File: src/rtl/bloom_hash_gen.sv
// rtl/bloom_hash_gen.sv - splits a byte stream into words and issues bloom filter insert/lookup hash pairs
// Optional counters: define BLOOM_HASH_WORD_COUNT_EN to add word_count/check_count outputs.
`timescale 1ns/1ps
module bloom_hash_gen #(
    parameter logic [7:0]  DELIM        = 8'h20,
    parameter logic [7:0]  HASH2_SEED   = 8'h00,
    parameter int unsigned MAX_WORD_LEN = 16
) (
    input  logic        clock,
    input  logic        reset,
    input  logic        char_valid,
    input  logic [7:0]  char_data,
    output logic        char_ready,
    input  logic        char_last,
    input  logic        mode,
    output logic [7:0]  hash1,
    output logic [7:0]  hash2,
    output logic        bf_write,
    output logic        bf_check,
    input  logic        bf_ready,
    output logic        trunc
`ifdef BLOOM_HASH_WORD_COUNT_EN
    ,
    output logic [15:0] word_count,
    output logic [15:0] check_count
`endif
);

    typedef enum logic [1:0] {IDLE, ACCUM, EMIT} state_t;

    localparam logic [7:0] MAX_LEN = 8'(MAX_WORD_LEN);

    state_t     state, state_next;
    logic [7:0] h1, h2, len;
    logic       word_mode, trunc_q;
    logic       accept, is_delim, emit_done;

    function automatic logic [7:0] h1_step(input logic [7:0] h, input logic [7:0] c);
        return {h[6:0], h[7]} ^ c;
    endfunction

    // h*31 + c, modulo 256
    function automatic logic [7:0] h2_step(input logic [7:0] h, input logic [7:0] c);
        return (h << 5) - h + c;
    endfunction

    assign is_delim  = (char_data == DELIM);
    assign accept    = char_valid & char_ready;
    assign emit_done = (state == EMIT) & bf_ready;

    always_ff @(posedge clock or negedge reset) begin
        if (!reset) begin
            state <= IDLE;
        end else begin
            state <= state_next;
        end
    end

    always_comb begin
        state_next = state;
        char_ready = 1'b0;
        bf_write   = 1'b0;
        bf_check   = 1'b0;
        case (state)
            IDLE: begin
                char_ready = reset;
                if (accept && !is_delim) begin
                    state_next = char_last ? EMIT : ACCUM;
                end
            end
            ACCUM: begin
                char_ready = reset;
                if (accept && (is_delim || char_last)) begin
                    state_next = EMIT;
                end
            end
            EMIT: begin
                bf_write = ~word_mode;
                bf_check = word_mode;
                if (bf_ready) begin
                    state_next = IDLE;
                end
            end
            default: state_next = IDLE;
        endcase
    end

    always_ff @(posedge clock or negedge reset) begin
        if (!reset) begin
            h1        <= 8'h00;
            h2        <= 8'h00;
            len       <= 8'h00;
            trunc_q   <= 1'b0;
            word_mode <= 1'b0;
        end else begin
            case (state)
                IDLE: begin
                    if (accept && !is_delim) begin
                        h1        <= char_data;
                        h2        <= h2_step(HASH2_SEED, char_data);
                        len       <= 8'd1;
                        word_mode <= mode;
                    end
                end
                ACCUM: begin
                    // Bytes past the length cap are swallowed but flag the word
                    if (accept && !is_delim) begin
                        if (len < MAX_LEN) begin
                            h1  <= h1_step(h1, char_data);
                            h2  <= h2_step(h2, char_data);
                            len <= len + 8'd1;
                        end else begin
                            trunc_q <= 1'b1;
                        end
                    end
                end
                EMIT: begin
                    if (bf_ready) begin
                        h1      <= 8'h00;
                        h2      <= 8'h00;
                        len     <= 8'h00;
                        trunc_q <= 1'b0;
                    end
                end
                default: ;
            endcase
        end
    end

    assign hash1 = h1;
    assign hash2 = h2;
    assign trunc = trunc_q;

`ifdef BLOOM_HASH_WORD_COUNT_EN
    always_ff @(posedge clock or negedge reset) begin
        if (!reset) begin
            word_count  <= 16'h0000;
            check_count <= 16'h0000;
        end else if (emit_done) begin
            word_count <= word_count + 16'd1;
            if (word_mode) begin
                check_count <= check_count + 16'd1;
            end
        end
    end
`else
    logic unused_emit_done;
    assign unused_emit_done = emit_done;
`endif

endmodule

File: config.mk
export PLATFORM = sky130hd
export DESIGN_NAME = bloom_hash_gen
export DESIGN_NICKNAME = d
export VERILOG_FILES = /design/src/rtl/bloom_hash_gen.sv
export SDC_FILE = /design/constraint.sdc
export NUM_CORES = 1
export LEC_CHECK = 0
export ABC_AREA = 0
export CAP_MARGIN = 10
export CORE_MARGIN = 2
export CORE_UTILIZATION = 35
export CTS_BUF_LIST = sky130_fd_sc_hd__clkbuf_8
export CTS_CLUSTER_DIAMETER = 50
export DETAILED_ROUTE_END_ITERATION = 8
export DONT_BUFFER_PORTS = 1
export PLACE_DENSITY = 0.49
export SETUP_SLACK_MARGIN = 0.05
export SLEW_MARGIN = 30
export SYNTH_ARGS = -nofsm -noshare
export SYNTH_HDL_FRONTEND = slang
export SYNTH_SLANG_ARGS = --single-unit
File: constraint.sdc
create_clock -name clock -period 3.7 [get_ports clock]
set_input_delay 0.74 -clock clock [delete_from_list [all_inputs] [get_ports clock]]
set_output_delay 0.74 -clock clock [all_outputs]
set_load 0.05 [all_outputs]
==> impl_metrics.json, run 1 <==
{
  "status": "finished, final reports clean",
  "hold_path.class": "primary input to async pin",
  "r2r_cells": 9,
  "wl_per_cell_um": 16.0,
  "cp.required_ns": 3.87,
  "tritoncts": "built",
  "grt_max_degree": 37,
  "area.sequential_sq_um": 701,
  "h-tree-depth": 1,
  "path_class": "flop to flop",
  "route.detailed.drc": 0,
  "placementRows": 27,
  "routed_wirelength_mm": 4.54,
  "dr.pass1.iters": 4,
  "ys.flop_type": "dfrtp_1",
  "detail_route.vias_per_cell": 5.14,
  "drt_iter0_drc": 55,
  "ant_nets": 0,
  "grt_pass1_vias": 1512,
  "layout_worst_path_cycle_share": 0.781,
  "setup_tns_ns": 0,
  "cts.sinks": 28,
  "setup_viol_count_final": 0,
  "ctsResizeCount": 0,
  "start_util": 0.356,
  "slew_headroom": 0.369,
  "clockRootBuffer": "clkbuf_8",
  "ys.warnings.count": 0,
  "critPathMaxFanout": 3,
  "port_buffers": 0,
  "area_delta_synth_final_pct": 7.36,
  "cp.arrival_ns": 3.06,
  "end_kind": "flop",
  "die_w_um": 78.4,
  "path_clk_slew_ns": 0.10,
  "yosysSeqAreaShare": 0.362,
  "io_pins": 34,
  "place_ws_ns": 0.795,
  "synth_nets": 244,
  "worst_pin_slew_ns": 0.945,
  "dp_hpwl_mm": 3.35,
  "gr-total-overflow": 0,
  "finalHoldViolations": 0,
  "rsz0062_at_grt": "no",
  "die_h_um": 78.4,
  "multiInputGateArea_sq_mm": 0.00115,
  "cts_made_buffers": 3,
  "post_cts_buffers": 0,
  "place_congestion": 0.785,
  "clk_path_buf_depth": 2,
  "skew_ns": 0.00508,
  "core_sq_mm": 0.00544,
  "yosysUniqueCellTypes": 43,
  "design.die.area_sq_mm": 0.00614,
  "insertion_delay_ns": 0.28,
  "finalMaxSlewViolations": 0,
  "final_cells": 284,
  "dp.cells": 279,
  "layout.nets": 246,
  "grt_pass1_wl_mm": 7.75,
  "fillers": 564,
  "synth_area_per_cell_sq_um": 9.18,
  "grt_use_total": 0.162,
  "async_flop_share": 1.00,
  "maxCapViolations": 0,
  "ys_seq_elements": 28,
  "min_period_ns": 2.89,
  "num_antenna_cells": 0,
  "setup_slack_ns": 0.810,
  "syn_inst": 211,
  "max_freq_mhz": 346,
  "synth_edf_count": 0,
  "hold_buffers": 0,
  "antenna_found_initial": 0,
  "drive_gt1_frac": 0.0802,
  "start_kind": "flop",
  "fin_util": 0.382,
  "vias": 1460,
  "syn_area_sq_mm": 0.00194
}
-- layout by cell type, fill, tap and decap left out, types with 2 or more instances in the layout --
cell type,instances
o21a_1,3
dfrtp_1,28
o21ai_0,7
inv_2,2
and2_1,3
a211oi_1,8
buf_4,2
clkbuf_8,4
a21o_1,3
nor2b_1,9
and3_1,4
nand3_1,5
xnor2_1,4
a21oi_1,19
fa_1,3
a22oi_1,3
inv_1,14
nor2_1,14
mux2i_1,3
ha_1,16
nand2_1,17
o21ai_1,16
xor2_1,5
-- final timing paths --
path                       slack [ns]  startpoint         to
setup / recovery                 0.81    hash2[1]   hash2[7]
max in group asynchronous        3.48       reset   hash2[2]
hold reg to reg                  0.49      len[3]     len[3]
setup reg to reg                 0.81    hash2[1]   hash2[7]
min in group clock               0.49      len[3]     len[3]
hold / removal                   0.14       reset  word_mode
-- cell usage after synthesis, types with 4 or more instances --
library cell,instances,area share
a211oi_1,8,0.031
a21oi_1,19,0.049
and3_1,4,0.013
dfrtp_1,28,0.36
ha_1,16,0.10
inv_1,14,0.027
nand2_1,17,0.033
nand3_1,5,0.013
nor2_1,14,0.027
nor2b_1,9,0.029
o21ai_0,7,0.018
o21ai_1,16,0.041
xnor2_1,4,0.018
xor2_1,5,0.023
-- per-stage QoR --
| stage | instance area [sq um] | hold WS (ns) |
|---|---|---|
| finish | 2080 | 0.142 |
| global route | 2080 | 0.114 |
| CTS | 2070 | 0.131 |
| detailed placement | 2010 | 0.445 |
| global placement | 2010 | 0.446 |
| floorplan | 1940 | 0.444 |
-- metal layers --
metal	vias to the layer above	global-route usage	wire, um
li1	745	-	-
met1	692	0.221	2270
met2	21	0.257	2060
met3	2	0.0460	185
met4	0	0.0368	29
met5	-	0	0
-- registers in the layout, summed over array words and instances, names as in the netlist --
name,count
hash1,8
trunc,1
state,2
len,8
word_mode,1
hash2,8
-- logic make-up (layout without fill, tap and decap cells) --
| logic type | count (synthesis) | count (layout) | share of synthesized area |
|---|---|---|---|
| compound gates | 70 | 70 | 0.232 |
| buf+inv | 22 | 23 | 0.0459 |
| flops | 28 | 28 | 0.362 |
| simple gates | 58 | 58 | 0.158 |
| xor+xnor | 9 | 9 | 0.0407 |
| fa+ha+maj | 19 | 19 | 0.134 |
| mux | 5 | 5 | 0.0271 |
-- worst max-delay path, cell delays in order (launching register included) --
cell and delay [ns]:
dfrtp_1 0.66, inv_1 0.18, ha_1 0.31, ha_1 0.24, fa_1 0.43, a211oi_1 0.28
o21bai_1 0.10, a21oi_1 0.18, xnor2_1 0.09, a221o_1 0.32
-- final cells by class --
type,instances,area share
Clock buffer,4,0.0265
Inverter,16,0.0289
Multi-Input combinational cell,161,0.552
Sequential cell,28,0.337
Tap cell,72,0.0433
Timing Repair Buffer,3,0.0126
Power of run 1 is not shown: default switching activity piles up to over one toggle a cycle in this logic, so the estimate is an artifact.
==> run 2: changes to the inputs <==
--- a/config.mk
+++ b/config.mk
@@ -13,7 +13,7 @@
 export CTS_CLUSTER_DIAMETER = 50
 export DETAILED_ROUTE_END_ITERATION = 8
 export DONT_BUFFER_PORTS = 1
-export PLACE_DENSITY = 0.49
+export PLACE_DENSITY = 0.51
 export SETUP_SLACK_MARGIN = 0.05
 export SLEW_MARGIN = 30
 export SYNTH_ARGS = -nofsm -noshare
==> constraint.sdc (replaced) <==
create_clock -name clock -period 2.54 [get_ports clock]
set_input_delay 0.508 -clock clock [delete_from_list [all_inputs] [get_ports clock]]
set_output_delay 0.508 -clock clock [all_outputs]
set_load 0.05 [all_outputs]
==> run 2 against run 1 <==
Critical path depth stayed put. Maximum frequency is 23% higher. Largest cell class unchanged. Non-clock buffer count is 11 higher. Critical path type unchanged. Setup slack worse by 0.62 ns.
==> impl_metrics.json, run 2 (synthesized netlist as in run 1, its figures left out) <==
{
  "die_h_um": 78.4,
  "die_w_um": 78.4,
  "place_congestion": 0.786,
  "grt_max_degree": 29,
  "maxCapViolations": 0,
  "route.detailed.drc": 0,
  "drive_gt1_frac": 0.157,
  "clockRootBuffer": "clkbuf_8",
  "hold_slack_ns": 0.0375,
  "h-tree-depth": 1,
  "ant_nets": 0,
  "dp_hpwl_mm": 3.45,
  "min_period_ns": 2.35,
  "path_clk_slew_ns": 0.10,
  "wl_per_cell_um": 15.3,
  "finalHoldViolations": 0,
  "rsz0062_at_grt": "no",
  "routed_wirelength_mm": 4.50,
  "vias": 1514,
  "fillers": 564,
  "dr.pass1.iters": 4,
  "port_buffers": 0,
  "core_sq_mm": 0.00544,
  "final_cells": 295,
  "finalMaxSlewViolations": 0,
  "tritoncts": "built",
  "max_freq_mhz": 426,
  "worst_pin_slew_ns": 0.552,
  "setup.worst_path.start": "hash2[1]",
  "cts_made_buffers": 3,
  "area_delta_synth_final_pct": 12.8,
  "final_common_cell": "dfrtp_1",
  "timing.rr.start": "hash2[1]",
  "drt_iter0_drc": 49,
  "dp.cells": 290,
  "layout_worst_path_cycle_share": 0.924,
  "grt_pass1_wl_mm": 7.67,
  "place_ws_ns": 0.0458,
  "io_pins": 34,
  "cts.sinks": 28,
  "final_cell_mix": "dfrtp_1 (25), a21oi_1 (19), nand2_1 (17)",
  "start_util": 0.356,
  "setup_viol_count_final": 0,
  "slew_headroom": 0.632,
  "cp.arrival_ns": 2.52,
  "insertion_delay_ns": 0.28,
  "gr-total-overflow": 0,
  "clk_path_buf_depth": 2,
  "skew_ns": 0.00634,
  "path_class": "flop to flop",
  "cp.required_ns": 2.71,
  "antenna_found_initial": 0,
  "critPathMaxFanout": 3,
  "grt_pass1_vias": 1519,
  "start_kind": "flop",
  "placementRows": 27,
  "hold_path.class": "primary input to async pin",
  "end_kind": "flop",
  "design.die.area_sq_mm": 0.00614,
  "detail_route.vias_per_cell": 5.13,
  "num_antenna_cells": 0,
  "status": "finished, final reports clean",
  "setup_slack_ns": 0.192,
  "grt_use_total": 0.160,
  "post_cts_buffers": 0,
  "setup_tns_ns": 0,
  "layout.nets": 257
}
[run 2: per-stage QoR]
stage / util / area [sq um]
final: 0.402 / 2180
after global routing: 0.402 / 2180
after CTS: 0.400 / 2180
after detailed placement: 0.386 / 2100
after global placement: 0.386 / 2100
after floorplan: - / 1940
[run 2: repair_timing]
action / CTS / global route
hold buffers: 1 / 0
resized for setup: 0 / 2
setup endpoints to repair: 0 / 1
endpoints found under the hold margin: 28 / 0
[run 2: routing by layer]
metal  GRT usage  up-vias  wire length [um]
met5           0        -                 0
met4      0.0421        0                42
met3      0.0402        4               196
met2       0.246       21              2030
met1       0.224      717              2240
li1            -      772                 -
[run 2: worst paths after layout]
kind                              to  slack, ns  cells past startpoint
hold / removal              hash1[7]       0.04                      1
setup / recovery            hash2[7]       0.19                      9
min in group clock         word_mode       0.36                      1
setup reg to reg            hash2[7]       0.19                      9
hold reg to reg               len[3]       0.50                      1
max in group asynchronous   hash2[0]       2.33                      1
[run 2: critical path: stages (launching register included)]
cell and delay, ns:
dfrtp_2 0.42, inv_2 0.09, ha_1 0.25, ha_2 0.21, fa_2 0.37, a211oi_2 0.24
o21bai_1 0.10, a21oi_1 0.16, xnor2_1 0.09, a221o_1 0.31
[run 2: area by class of cell]
cell class | count | area, sq um | area share
sequential | 28 | 704 | 0.322
inverter | 16 | 60.1 | 0.0275
tap | 72 | 90.1 | 0.0412
multi-input combinational | 161 | 1160 | 0.530
timing repair buffer | 14 | 118 | 0.0538
clock buffer | 4 | 55.1 | 0.0252
Power of run 2 is left out for the same reason.
